### config.mk
export PLATFORM = sky130hd
export DESIGN_NAME = riscv_insn_encode
export DESIGN_NICKNAME = d
export VERILOG_FILES = /design/src/rtl/riscv_insn_encode.sv
export SDC_FILE = /design/constraint.sdc
export NUM_CORES = 1
export LEC_CHECK = 0
export CORE_MARGIN = 4
export CORE_UTILIZATION = 56
export CTS_CLUSTER_DIAMETER = 40
export CTS_CLUSTER_SIZE = 24
export DETAILED_ROUTE_END_ITERATION = 16
export GPL_ROUTABILITY_DRIVEN = 0
export MAX_ROUTING_LAYER = met4
export PLACE_DENSITY = 0.85
export SLEW_MARGIN = 20
export SYNTH_ARGS = -nofsm -noshare
export SYNTH_HDL_FRONTEND = slang
export SYNTH_SLANG_ARGS = --single-unit
### constraint.sdc
create_clock -name clk -period 5.46 [get_ports clk]
set_input_delay 0.819 -clock clk [delete_from_list [all_inputs] [get_ports clk]]
set_output_delay 0.819 -clock clk [all_outputs]
set_load 0.03 [all_outputs]
### src/rtl/riscv_insn_encode.sv
// rtl/riscv_insn_encode.sv - streaming RV32I instruction encoder with address tagging and skid buffer
// Optional immediate range/alignment checking: define RISCV_INSN_ENCODE_IMM_CHECK_EN
module riscv_insn_encode #(
    parameter int unsigned       ADDR_W    = 32,
    parameter logic [ADDR_W-1:0] BASE_ADDR = '0,
    parameter int unsigned       CNT_W     = 16
) (
    input  logic              clk,
    input  logic              rst,
    input  logic              in_valid,
    output logic              in_ready,
    input  logic [2:0]        in_fmt,
    input  logic [6:0]        in_opcode,
    input  logic [4:0]        in_rd,
    input  logic [2:0]        in_funct3,
    input  logic [4:0]        in_rs1,
    input  logic [4:0]        in_rs2,
    input  logic [6:0]        in_funct7,
    input  logic [31:0]       in_imm,
    output logic              out_valid,
    input  logic              out_ready,
    output logic [31:0]       out_insn,
    output logic [ADDR_W-1:0] out_addr,
    output logic [CNT_W-1:0]  insn_count,
    output logic              err_illegal,
    output logic              err_imm
);

    typedef enum logic [1:0] {
        ST_EMPTY = 2'd0,
        ST_ONE   = 2'd1,
        ST_TWO   = 2'd2
    } state_t;

    localparam logic [2:0] FMT_R = 3'd0;
    localparam logic [2:0] FMT_I = 3'd1;
    localparam logic [2:0] FMT_S = 3'd2;
    localparam logic [2:0] FMT_B = 3'd3;
    localparam logic [2:0] FMT_U = 3'd4;
    localparam logic [2:0] FMT_J = 3'd5;

    state_t              state_q, state_d;
    logic                in_ready_q, in_ready_d;
    logic [31:0]         out_insn_q, out_insn_d;
    logic [ADDR_W-1:0]   out_addr_q, out_addr_d;
    logic [31:0]         skid_insn_q, skid_insn_d;
    logic [ADDR_W-1:0]   skid_addr_q, skid_addr_d;
    logic [ADDR_W-1:0]   next_addr_q, next_addr_d;
    logic [CNT_W-1:0]    cnt_q, cnt_d;
    logic                err_illegal_q, err_illegal_d;
    logic                err_imm_q, err_imm_d;

    logic [31:0]         enc_insn;
    logic                fmt_legal;
    logic                imm_bad;
    logic                accept;
    logic                enq;
    logic                out_xfer;

    // in_ready is forced low while reset is held; otherwise it is the registered "not full" flag
    assign in_ready    = in_ready_q & ~rst;
    assign out_valid   = (state_q != ST_EMPTY);
    assign out_insn    = out_insn_q;
    assign out_addr    = out_addr_q;
    assign insn_count  = cnt_q;
    assign err_illegal = err_illegal_q;
    assign err_imm     = err_imm_q;

    assign accept    = in_valid & in_ready;
    assign fmt_legal = (in_fmt <= FMT_J);
    assign enq       = accept & fmt_legal & ~imm_bad;
    assign out_xfer  = out_valid & out_ready;

    // Pack the accepted fields into the instruction word for the selected format
    always_comb begin
        enc_insn = 32'd0;
        case (in_fmt)
            FMT_R: enc_insn = {in_funct7, in_rs2, in_rs1, in_funct3, in_rd, in_opcode};
            FMT_I: enc_insn = {in_imm[11:0], in_rs1, in_funct3, in_rd, in_opcode};
            FMT_S: enc_insn = {in_imm[11:5], in_rs2, in_rs1, in_funct3, in_imm[4:0], in_opcode};
            FMT_B: enc_insn = {in_imm[12], in_imm[10:5], in_rs2, in_rs1, in_funct3,
                               in_imm[4:1], in_imm[11], in_opcode};
            FMT_U: enc_insn = {in_imm[31:12], in_rd, in_opcode};
            FMT_J: enc_insn = {in_imm[20], in_imm[10:1], in_imm[11], in_imm[19:12],
                               in_rd, in_opcode};
            default: enc_insn = 32'd0;
        endcase
    end

`ifdef RISCV_INSN_ENCODE_IMM_CHECK_EN
    logic signed [31:0] imm_s;
    assign imm_s = $signed(in_imm);

    // Flag immediates that cannot be represented exactly by the selected format
    always_comb begin
        imm_bad = 1'b0;
        case (in_fmt)
            FMT_I, FMT_S: imm_bad = (imm_s < -32'sd2048) || (imm_s > 32'sd2047);
            FMT_B:        imm_bad = (imm_s < -32'sd4096) || (imm_s > 32'sd4094) || in_imm[0];
            FMT_U:        imm_bad = |in_imm[11:0];
            FMT_J:        imm_bad = (imm_s < -32'sd1048576) || (imm_s > 32'sd1048574) || in_imm[0];
            default:      imm_bad = 1'b0;
        endcase
    end
`else
    assign imm_bad = 1'b0;
`endif

    // Buffer occupancy, output/skid register loading, address counter and status
    always_comb begin
        state_d       = state_q;
        out_insn_d    = out_insn_q;
        out_addr_d    = out_addr_q;
        skid_insn_d   = skid_insn_q;
        skid_addr_d   = skid_addr_q;
        next_addr_d   = next_addr_q;
        cnt_d         = cnt_q;
        err_illegal_d = accept & ~fmt_legal;
        err_imm_d     = accept & fmt_legal & imm_bad;

        case (state_q)
            ST_EMPTY: begin
                if (enq) begin
                    state_d    = ST_ONE;
                    out_insn_d = enc_insn;
                    out_addr_d = next_addr_q;
                end
            end
            ST_ONE: begin
                if (enq && !out_xfer) begin
                    state_d     = ST_TWO;
                    skid_insn_d = enc_insn;
                    skid_addr_d = next_addr_q;
                end else if (enq && out_xfer) begin
                    out_insn_d = enc_insn;
                    out_addr_d = next_addr_q;
                end else if (out_xfer) begin
                    state_d = ST_EMPTY;
                end
            end
            ST_TWO: begin
                if (out_xfer) begin
                    state_d    = ST_ONE;
                    out_insn_d = skid_insn_q;
                    out_addr_d = skid_addr_q;
                end
            end
            default: state_d = ST_EMPTY;
        endcase

        if (enq) begin
            next_addr_d = next_addr_q + ADDR_W'(4);
        end
        if (out_xfer && (cnt_q != {CNT_W{1'b1}})) begin
            cnt_d = cnt_q + CNT_W'(1);
        end
        in_ready_d = (state_d != ST_TWO);
    end

    // State and datapath registers with synchronous reset
    always_ff @(posedge clk) begin
        if (rst) begin
            state_q       <= ST_EMPTY;
            in_ready_q    <= 1'b1;
            out_insn_q    <= 32'd0;
            out_addr_q    <= BASE_ADDR;
            skid_insn_q   <= 32'd0;
            skid_addr_q   <= BASE_ADDR;
            next_addr_q   <= BASE_ADDR;
            cnt_q         <= '0;
            err_illegal_q <= 1'b0;
            err_imm_q     <= 1'b0;
        end else begin
            state_q       <= state_d;
            in_ready_q    <= in_ready_d;
            out_insn_q    <= out_insn_d;
            out_addr_q    <= out_addr_d;
            skid_insn_q   <= skid_insn_d;
            skid_addr_q   <= skid_addr_d;
            next_addr_q   <= next_addr_d;
            cnt_q         <= cnt_d;
            err_illegal_q <= err_illegal_d;
            err_imm_q     <= err_imm_d;
        end
    end

endmodule
==> run_results.csv, run 1 <==
group,metric,value,unit
status,status,"completed",
yosys,yosys-top-cells-count,"nand2_1, dfxtp_1, nor2_1",
layout,final_cell_area,9884,sq um
sta,fin_setup_tns,0,ps
grt,met2_usage,40.34,%
setup_path,crit_fanout,60,
sta,drv_slew,0,
yosys,synth_edf_count,0,
setup_path,cp-start-kind,"primary input",
layout,area_growth,26.40,%
setup_path,cp_data_required_time,5800,ps
clock_tree,clk_pin_slew,60,ps
clock_tree,h-tree-depth,4,
clock_tree,postCtsResizedCells,0,
floorplan,start_util,58.13,%
worst_hold_path,hold_class,"reg -> reg",
pwr,power.density,286.3,nW/um^2
grt,top_usage_layer,"met2",
grt,globalRouteOverflowTotal,0,
grt,grt_pass1_wl,32.46,mm
detailed_routing,vias_per_cell,5.659,
setup_path,ff2ff_path_depth,6,
yosys,postSynth.asyncResetShare,0,%
placement,io_buffers,151,
clock_tree,cts_setup_buffers,0,
sta,rsz0062_at_grt,"false",
setup_path,r2r_start,"in_ready_q$_SDFF_PP1_",
detailed_routing,wl_per_cell,15.59,um
layout,antennaDiodeCount,0,
layout,stdcell_count,1273,
clock_tree,cts_hold_buf,0,
grt,grt_pass1_vias,6658,
pwr,swShare,24.99,%
layout,final_nets,1157,
detailed_routing,dr_total_vias,7204,
detailed_routing,wl,19.85,mm
detailed_routing,drc,0,
sta,clock_skew,6.900,ps
setup_path,regToRegSetupSlack,3020,ps
grt,use_met1,32.32,%
worst_hold_path,min_from,"skid_addr_q[12]$_SDFFE_PP0P_",
floorplan,io_pins,155,
yosys,synth_top_area_share,44.54,%
clock_tree,cts_sinks,174,
setup_path,arrival,3450,ps
sta,worst_slew_pin_slew,1037,ps
layout,drive_above_1_share,5.469,%
layout,seqCellArea,3483,sq um
sta,fmax,321.0,MHz
yosys,synth_cells,983,
grt,use_met3,5.461,%
pwr,seq_power_share,46.8,%
yosys,yosysMostFrequentCell,"nand2_1",
floorplan,core_area,13450,sq um
setup_path,rr_endpoint,"out_addr[5]$_SDFFE_PP0P_",
clock_tree,cts_tree,"built",
clock_tree,clkLatencyLatePin,430,ps
detailed_routing,drtAntennaViolNets,0,
detailed_routing,drt_iter0_markers,589,
sta,layout_min_cycle_time,3116,ps
pwr,irDropWorstVdd,0.2112,mV
sta,timing.slew.headroom,30.65,%
placement,postPlaceCellArea,9299,sq um
floorplan,die_area,15920,sq um
grt,grt_max_degree,94,
setup_path,path_class,"in -> reg",
yosys,ys_seq_area_share,44.54,%
placement,dp.cells,1241,
pwr,switchingPower,707.2,uW
yosys,synth_area,7820,sq um
yosys,syn_avg_cell_area,7.955,sq um
pwr,p_clk_share,41.3,%
yosys,synth_cell_types,52,
setup_path,end_kind,"flop",
floorplan,fp.dieW,126.2,um
layout,fillCellCount,1039,
worst_hold_path,min_path_cells,2,
clock_tree,cts_root_buf,"clkbuf_16",
sta,hold_violations,0,
worst_hold_path,holdPathEnd,"skid_addr_q[12]$_SDFFE_PP0P_",
yosys,synth_seq_cells,174,
detailed_routing,first_pass_iters,5,
layout,finish.utilization,73.47,%
grt,grt_use_total,25.35,%
pwr,internal-power,2.123,mW
yosys,dominantRegCellSynth,"dfxtp_1",
pwr,leakagePower,3.305,nW
yosys,ys_top_cells_by_area,"dfxtp_1, nand2_1, nor2_1",
layout,multi_input_area,4001,sq um
yosys,yosysTopAreaCell,"dfxtp_1",
floorplan,fp.dieH,126.2,um
clock_tree,cts_buffers,17,
pwr,comb_power_share,11.9,%
clock_tree,clockBufferDepth,2,
sta,setup_viol,0,
floorplan,row_count,42,
placement,place_hpwl,13.19,mm
run,maxCapViolCount,0,
sta,fin_crit_sh,57.06,%
grt,antenna_found_initial,0,
yosys,synth_warnings,0,
[how the worst max path moves through the flow]
stage                                 to  slack, ps  depth (start not counted)       from
2_1_floorplan                   in_ready       2990                          3        rst
3_3_place_gp   out_addr[31]$_SDFFE_PP0P_       1670                          8  in_fmt[2]
3_5_place_dp    out_addr[5]$_SDFFE_PP0P_       1600                          8  in_fmt[2]
4_1_cts         out_addr[9]$_SDFFE_PP0P_       2060                          8  in_fmt[2]
5_1_grt         out_addr[5]$_SDFFE_PP0P_       2070                          8  in_fmt[2]
6_report        out_addr[5]$_SDFFE_PP0P_       2340                          8  in_fmt[2]
[layout by cell type, fill, tap and decap left out, types with 4 or more instances in the layout]
cell             synthesis  layout
clkbuf_16                0      17
a21oi_1                 82      82
nand2_1                200     198
a311oi_1                30      30
dfxtp_1                174     174
a221oi_1                12      12
nor4_1                   9       9
a211oi_1                21      21
nor2_1                 125     125
xor2_1                  11      11
buf_4                    7      10
o31ai_1                  6       6
and4_1                   4       4
mux2i_1                  9       9
clkdlybuf4s50_1          0     150
a22o_1                   8       7
a22oi_1                  5       4
xnor2_1                 28      28
and3_1                   5       5
clkbuf_8                 0       4
inv_1                    8       8
o211ai_1                12      12
nor3_1                  24      23
o21ai_0                 18      18
nand4_1                 12      12
mux2_2                   7       7
nand3_1                 25      25
nor2b_1                 38      37
[worst max-delay path: stages]
cell and delay, ps:
clkdlybuf4s50_1 390, buf_4 260, and2_1 300, nor3_4 290
a22o_4 560, buf_4 430, nor2_1 80, a311oi_1 250
[per-layer routing]
metal	routed length (um)	part of all wire (%)
met5	0	0
met4	329	1.7
met3	1311	6.6
met2	9447	48
met1	8756	44
[stage by stage]
stage / setup WS [ps] / hold slack, ps / total power [mW]
2_1_floorplan: 2990 / 436.6 / 1.543
5_1_grt: 2073 / 477.1 / 2.918
3_3_place_gp: 1670 / 438.0 / 1.684
3_5_place_dp: 1599 / 446.5 / 1.688
4_1_cts: 2056 / 454.9 / 2.833
6_report: 2344 / 452.1 / 2.830
[state kept, by name, summed over array words and instances (netlist names)]
signal	cells
next_addr_q	30
insn_count	16
skid_insn_q	32
state_q	2
out_insn	32
err_illegal	1
skid_addr_q	30
out_addr	30
in_ready_q	1
[area by class of cell]
class / instances / share of cell area (%)
Multi-Input combinational cell: 723 / 40.48
Sequential cell: 174 / 35.24
Timing Repair Buffer: 160 / 15.95
Clock buffer: 23 / 4.937
Tap cell: 176 / 2.228
Clock inverter: 9 / 0.8608
Inverter: 8 / 0.3038
[power by group through the flow]
| stage | clock [mW] | sequential, mW | combinational [mW] |
|---|---|---|---|
| 6_report | 1.17 | 1.32 | 0.338 |
| 5_1_grt | 1.23 | 1.33 | 0.364 |
| 4_1_cts | 1.17 | 1.32 | 0.337 |
| 3_5_place_dp | 0 | 1.35 | 0.336 |
| 3_3_place_gp | 0 | 1.35 | 0.332 |
| 2_1_floorplan | 0 | 1.40 | 0.141 |
[kinds of logic after synthesis]
family / count (synthesis) / synth area share (%)
AND/OR/NAND/NOR: 455 / 25.92
AO/OA/AOI/OAI: 208 / 17.79
flip-flops: 174 / 44.54
buffers and inverters: 88 / 4.848
XOR/XNOR: 39 / 4.368
multiplexers: 16 / 2.160
adder cells (fa/ha/maj): 2 / 0.3199
other: 1 / 0.04795
No activity file was read; power rests on OpenSTA's default activity.
==> run 2: changes to the inputs <==
Settings changed: CORE_UTILIZATION 56 to 52, PLACE_DENSITY 0.85 to 0.79.
Clock period 5.46 ns to 3.1 ns, I/O delays scaled along.
==> run 2 against run 1 <==
Effect of this change: global-route usage shrank 0.85 points; via count decreased by 0.24%; highest routed layer unchanged; largest power group unchanged; cell count up 1.2%.
==> run_results.csv, run 2 (synthesized netlist as in run 1, its figures left out) <==
group,metric,value,unit
pwr,irDropWorstVdd,0.3791,mV
grt,globalRouteOverflowTotal,0,
layout,finish.utilization,68.10,%
placement,place_hpwl,13.63,mm
floorplan,io_pins,155,
setup_path,crit_fanout,10,
pwr,internal-power,3.819,mW
worst_hold_path,hold_class,"reg -> reg",
pwr,power.density,504.3,nW/um^2
sta,setup_viol,0,
pwr,p_clk_share,41.6,%
layout,final_cell_area,9973,sq um
grt,grt_use_total,24.49,%
sta,hold_violations,0,
setup_path,arrival,1910,ps
detailed_routing,vias_per_cell,5.580,
detailed_routing,dr_total_vias,7187,
clock_tree,clkLatencyLatePin,430,ps
floorplan,start_util,53.40,%
worst_hold_path,min_path_cells,2,
pwr,leakagePower,3.350,nW
clock_tree,clk_pin_slew,70,ps
clock_tree,cts_hold_buf,0,
setup_path,rr_endpoint,"out_addr[4]$_SDFFE_PP0P_",
clock_tree,cts_sinks,174,
detailed_routing,drc,0,
setup_path,regToRegSetupSlack,830,ps
clock_tree,cts_setup_buffers,0,
sta,hold-worst-slack,454.1,ps
clock_tree,cts_buffers,17,
sta,setup_ws,727.0,ps
layout,stdcell_count,1288,
floorplan,core_area,14640,sq um
layout,drive_above_1_share,5.888,%
floorplan,die_area,17060,sq um
setup_path,path_class,"reg -> out",
setup_path,cp-start-kind,"flop",
pwr,swShare,24.08,%
clock_tree,postCtsResizedCells,0,
worst_hold_path,min_from,"out_insn[13]$_SDFFE_PP0P_",
grt,grt_pass1_vias,6682,
pwr,switchingPower,1.211,mW
worst_hold_path,holdPathEnd,"out_insn[13]$_SDFFE_PP0P_",
status,status,"completed",
placement,pre_cts_slack,518.6,ps
placement,io_buffers,151,
detailed_routing,wl,20.01,mm
sta,fin_crit_sh,76.55,%
layout,area_growth,27.54,%
pwr,seq_power_share,46.3,%
setup_path,ff2ff_path_depth,5,
layout,most-common-layout-cells,"nand2_1, dfxtp_1, clkdlybuf4s50_1",
detailed_routing,drtAntennaViolNets,0,
sta,fmax,421.4,MHz
pwr,p_total,5.030,mW
grt,grt_max_degree,64,
layout,antennaDiodeCount,0,
setup_path,r2r_start,"state_q[1]$_SDFF_PP0_",
clock_tree,cts_tree,"built",
clock_tree,clockBufferDepth,2,
grt,grt_pass1_wl,32.63,mm
placement,postPlaceCellArea,9392,sq um
setup_path,cp_data_required_time,2630,ps
layout,final_nets,1165,
run,maxCapViolCount,0,
sta,worst_slew_pin_slew,911.8,ps
sta,timing.slew.headroom,38.99,%
detailed_routing,first_pass_iters,5,
placement,dp.cells,1257,
clock_tree,h-tree-depth,4,
floorplan,fp.dieW,130.6,um
sta,drv_slew,0,
floorplan,row_count,44,
sta,rsz0062_at_grt,"false",
layout,layout_commonest_cell,"nand2_1",
pwr,comb_power_share,12.1,%
detailed_routing,wl_per_cell,15.54,um
floorplan,fp.dieH,130.6,um
sta,fin_setup_tns,0,ps
sta,layout_min_cycle_time,2373,ps
grt,antenna_found_initial,0,
clock_tree,cts_root_buf,"clkbuf_16",
detailed_routing,drt_iter0_markers,472,
setup_path,end_kind,"primary output",
sta,clock_skew,11.75,ps
-- run 2: cell types whose count changed in the layout (fill, tap and decap cells not counted), sizes merged --
cell | previous run | this run
buf | 10 | 18
clkinvlp | 3 | 0
bufinv | 1 | 2
clkbuf | 23 | 24
-- run 2: cell type report --
| cell class | count | area [sq um] |
|---|---|---|
| Clock buffer | 24 | 491.7 |
| Tap cell | 184 | 230.2 |
| Clock inverter | 7 | 85.08 |
| Multi-Input combinational cell | 723 | 3991 |
| Inverter | 8 | 30.03 |
| Sequential cell | 174 | 3483 |
| Timing Repair Buffer | 168 | 1662 |
| Fill cell | 1217 | 4671 |
-- run 2: critical path, cell delays in order, from the launching register on --
cell,delay (ps)
dfxtp_1,600
or2_2,210
clkdlybuf4s50_1,660
-- run 2: how the worst max path moves through the flow --
stage / cells after the start / end / slack, ps / from
after floorplan: 5 / insn_count[11]$_SDFFE_PP0P_ / 1180 / insn_count[6]$_SDFFE_PP0P_
after global placement: 7 / out_insn[8]$_SDFFE_PP0P_ / 560 / in_fmt[1]
after detailed placement: 7 / out_addr[16]$_SDFFE_PP0P_ / 520 / in_valid
after global routing: 5 / out_addr[13]$_SDFFE_PP0P_ / 580 / state_q[1]$_SDFF_PP0_
final: 2 / out_valid / 730 / state_q[1]$_SDFF_PP0_
after CTS: 2 / out_valid / 750 / state_q[1]$_SDFF_PP0_
-- run 2: routing by layer --
layer | vias up | wire (um) | global-route usage (%)
li1 | 3608 | - | -
met1 | 3308 | 8884 | 31.62
met2 | 239 | 9388 | 38.46
met3 | 32 | 1280 | 5.285
met4 | 0 | 461 | 8.046
met5 | - | 0 | -
-- run 2: power groups by stage --
| stage | registers (mW) | clock network (mW) | logic [mW] |
|---|---|---|---|
| after floorplan | 2.47 | 0 | 0.249 |
| after global placement | 2.38 | 0 | 0.602 |
| after detailed placement | 2.38 | 0 | 0.607 |
| after CTS | 2.33 | 2.12 | 0.610 |
| after global routing | 2.33 | 2.23 | 0.656 |
| final | 2.33 | 2.09 | 0.608 |
==> run 3: changes to the inputs <==
Settings changed: CORE_UTILIZATION 52 to 47, PLACE_DENSITY 0.79 to 0.76.
Clock period 3.1 ns to 2.1 ns, I/O delays scaled along.
==> run 3 against run 2 <==
Effect of this change: sequential share of layout area down 1.7 points; cell count up 5.7%; global-route usage down 1.4 points; highest routed layer unchanged.
==> run_results.csv, run 3 (synthesized netlist as in run 1, its figures left out) <==
group,metric,value,unit
clock_tree,cts_root_buf,"clkbuf_16",
placement,postPlaceCellArea,9807,sq um
sta,rsz0062_at_grt,"false",
layout,finish.utilization,65.13,%
grt,antenna_found_initial,0,
layout,layout_commonest_cell,"nand2_1",
clock_tree,clkLatencyLatePin,430,ps
floorplan,start_util,48.52,%
layout,final_nets,1205,
pwr,irDropWorstVdd,0.5801,mV
clock_tree,clockBufferDepth,2,
sta,fin_crit_sh,94.31,%
placement,pre_cts_slack,-155.7,ps
floorplan,row_count,46,
sta,hold-worst-slack,318.3,ps
layout,final_cell_area,10500,sq um
pwr,p_total,8.015,mW
sta,layout_min_cycle_time,1980,ps
pwr,leakagePower,3.619,nW
clock_tree,cts_tree,"built",
floorplan,fp.dieH,137.0,um
layout,drive_above_1_share,9.432,%
setup_path,crit_fanout,6,
sta,setup_viol,0,
layout,most-common-layout-cells,"nand2_1, dfxtp_1, clkdlybuf4s50_1",
setup_path,ff2ff_path_depth,5,
worst_hold_path,holdPathEnd,"insn_count[2]$_SDFFE_PP0P_",
status,status,"completed",
worst_hold_path,min_path_cells,3,
sta,clock_skew,9.442,ps
floorplan,die_area,18770,sq um
detailed_routing,drt_iter0_markers,466,
layout,stdcell_count,1361,
setup_path,rr_endpoint,"next_addr_q[31]$_SDFFE_PP0N_",
sta,timing.slew.headroom,51.08,%
layout,antennaDiodeCount,0,
sta,setup_ws,119.6,ps
clock_tree,cts_buffers,17,
placement,io_buffers,151,
clock_tree,cts_sinks,174,
setup_path,end_kind,"flop",
sta,drv_slew,0,
floorplan,core_area,16120,sq um
detailed_routing,vias_per_cell,5.469,
grt,grt_max_degree,66,
sta,fmax,504.9,MHz
worst_hold_path,min_from,"rst",
detailed_routing,dr_total_vias,7443,
clock_tree,clk_pin_slew,70,ps
floorplan,io_pins,155,
setup_path,cp_data_required_time,2400,ps
floorplan,fp.dieW,137.0,um
clock_tree,h-tree-depth,4,
setup_path,cp-start-kind,"flop",
pwr,power.density,763.6,nW/um^2
sta,worst_slew_pin_slew,732.3,ps
placement,place_hpwl,14.62,mm
sta,fin_setup_tns,0,ps
worst_hold_path,hold_class,"in -> reg",
detailed_routing,drc,0,
setup_path,r2r_start,"next_addr_q[21]$_SDFFE_PP0N_",
grt,grt_pass1_vias,7092,
detailed_routing,first_pass_iters,5,
detailed_routing,drtAntennaViolNets,0,
placement,dp.cells,1329,
setup_path,regToRegSetupSlack,120,ps
grt,grt_use_total,23.07,%
setup_path,path_class,"reg -> reg",
setup_path,arrival,2280,ps
layout,area_growth,34.22,%
grt,globalRouteOverflowTotal,0,
grt,grt_pass1_wl,34.07,mm
sta,hold_violations,0,
detailed_routing,wl_per_cell,15.32,um
clock_tree,cts_hold_buf,0,
run,maxCapViolCount,0,
detailed_routing,wl,20.85,mm
-- run 3: worst max-delay path by stage --
stage	from	end	slack [ps]
final	next_addr_q[21]$_SDFFE_PP0N_	next_addr_q[31]$_SDFFE_PP0N_	120
after global routing	next_addr_q[7]$_SDFFE_PP0N_	next_addr_q[24]$_SDFFE_PP0N_	40
after CTS	in_ready_q$_SDFF_PP1_	in_ready	140
after detailed placement	in_valid	out_addr[28]$_SDFFE_PP0P_	-160
after global placement	in_fmt[1]	out_insn[7]$_SDFFE_PP0P_	-130
after floorplan	insn_count[6]$_SDFFE_PP0P_	insn_count[11]$_SDFFE_PP0P_	180
-- run 3: area by class of cell --
class                   count  area (sq um)
fillers                  1383          5619
multi-input cells         723          3986
flip-flops and latches    174          3485
repair buffers            208          2036
clock buffers              23         488.0
well taps                 216         270.3
clock inverters             9         201.4
inverters                   8         30.03
-- run 3: critical path, stage by stage, from the launching register on --
cell,delay [ps]
dfxtp_1,450
and4_4,280
nand4_2,110
or4_4,550
o311ai_1,330
o41ai_1,130
-- run 3: routing by layer --
metal / up-vias / global-route usage (%) / wire, um
li1: 3693 / - / -
met1: 3459 / 28.23 / 9071
met2: 250 / 37.47 / 10000
met3: 41 / 5.294 / 1331
met4: 0 / 8.093 / 440
met5: - / - / 0
-- run 3: timing repair --
action,CTS,global route
resized for setup,2,0
buffers inserted,0,0
endpoints found under the setup margin,1,0
endpoints found under the hold margin,0,0
-- run 3: power breakdown --
part	switching, mW	total (mW)	internal [mW]
clock network	1.28	3.64	2.36
registers	0.0539	3.44	3.39
logic	0.513	0.937	0.424
total	1.84	8.02	6.17
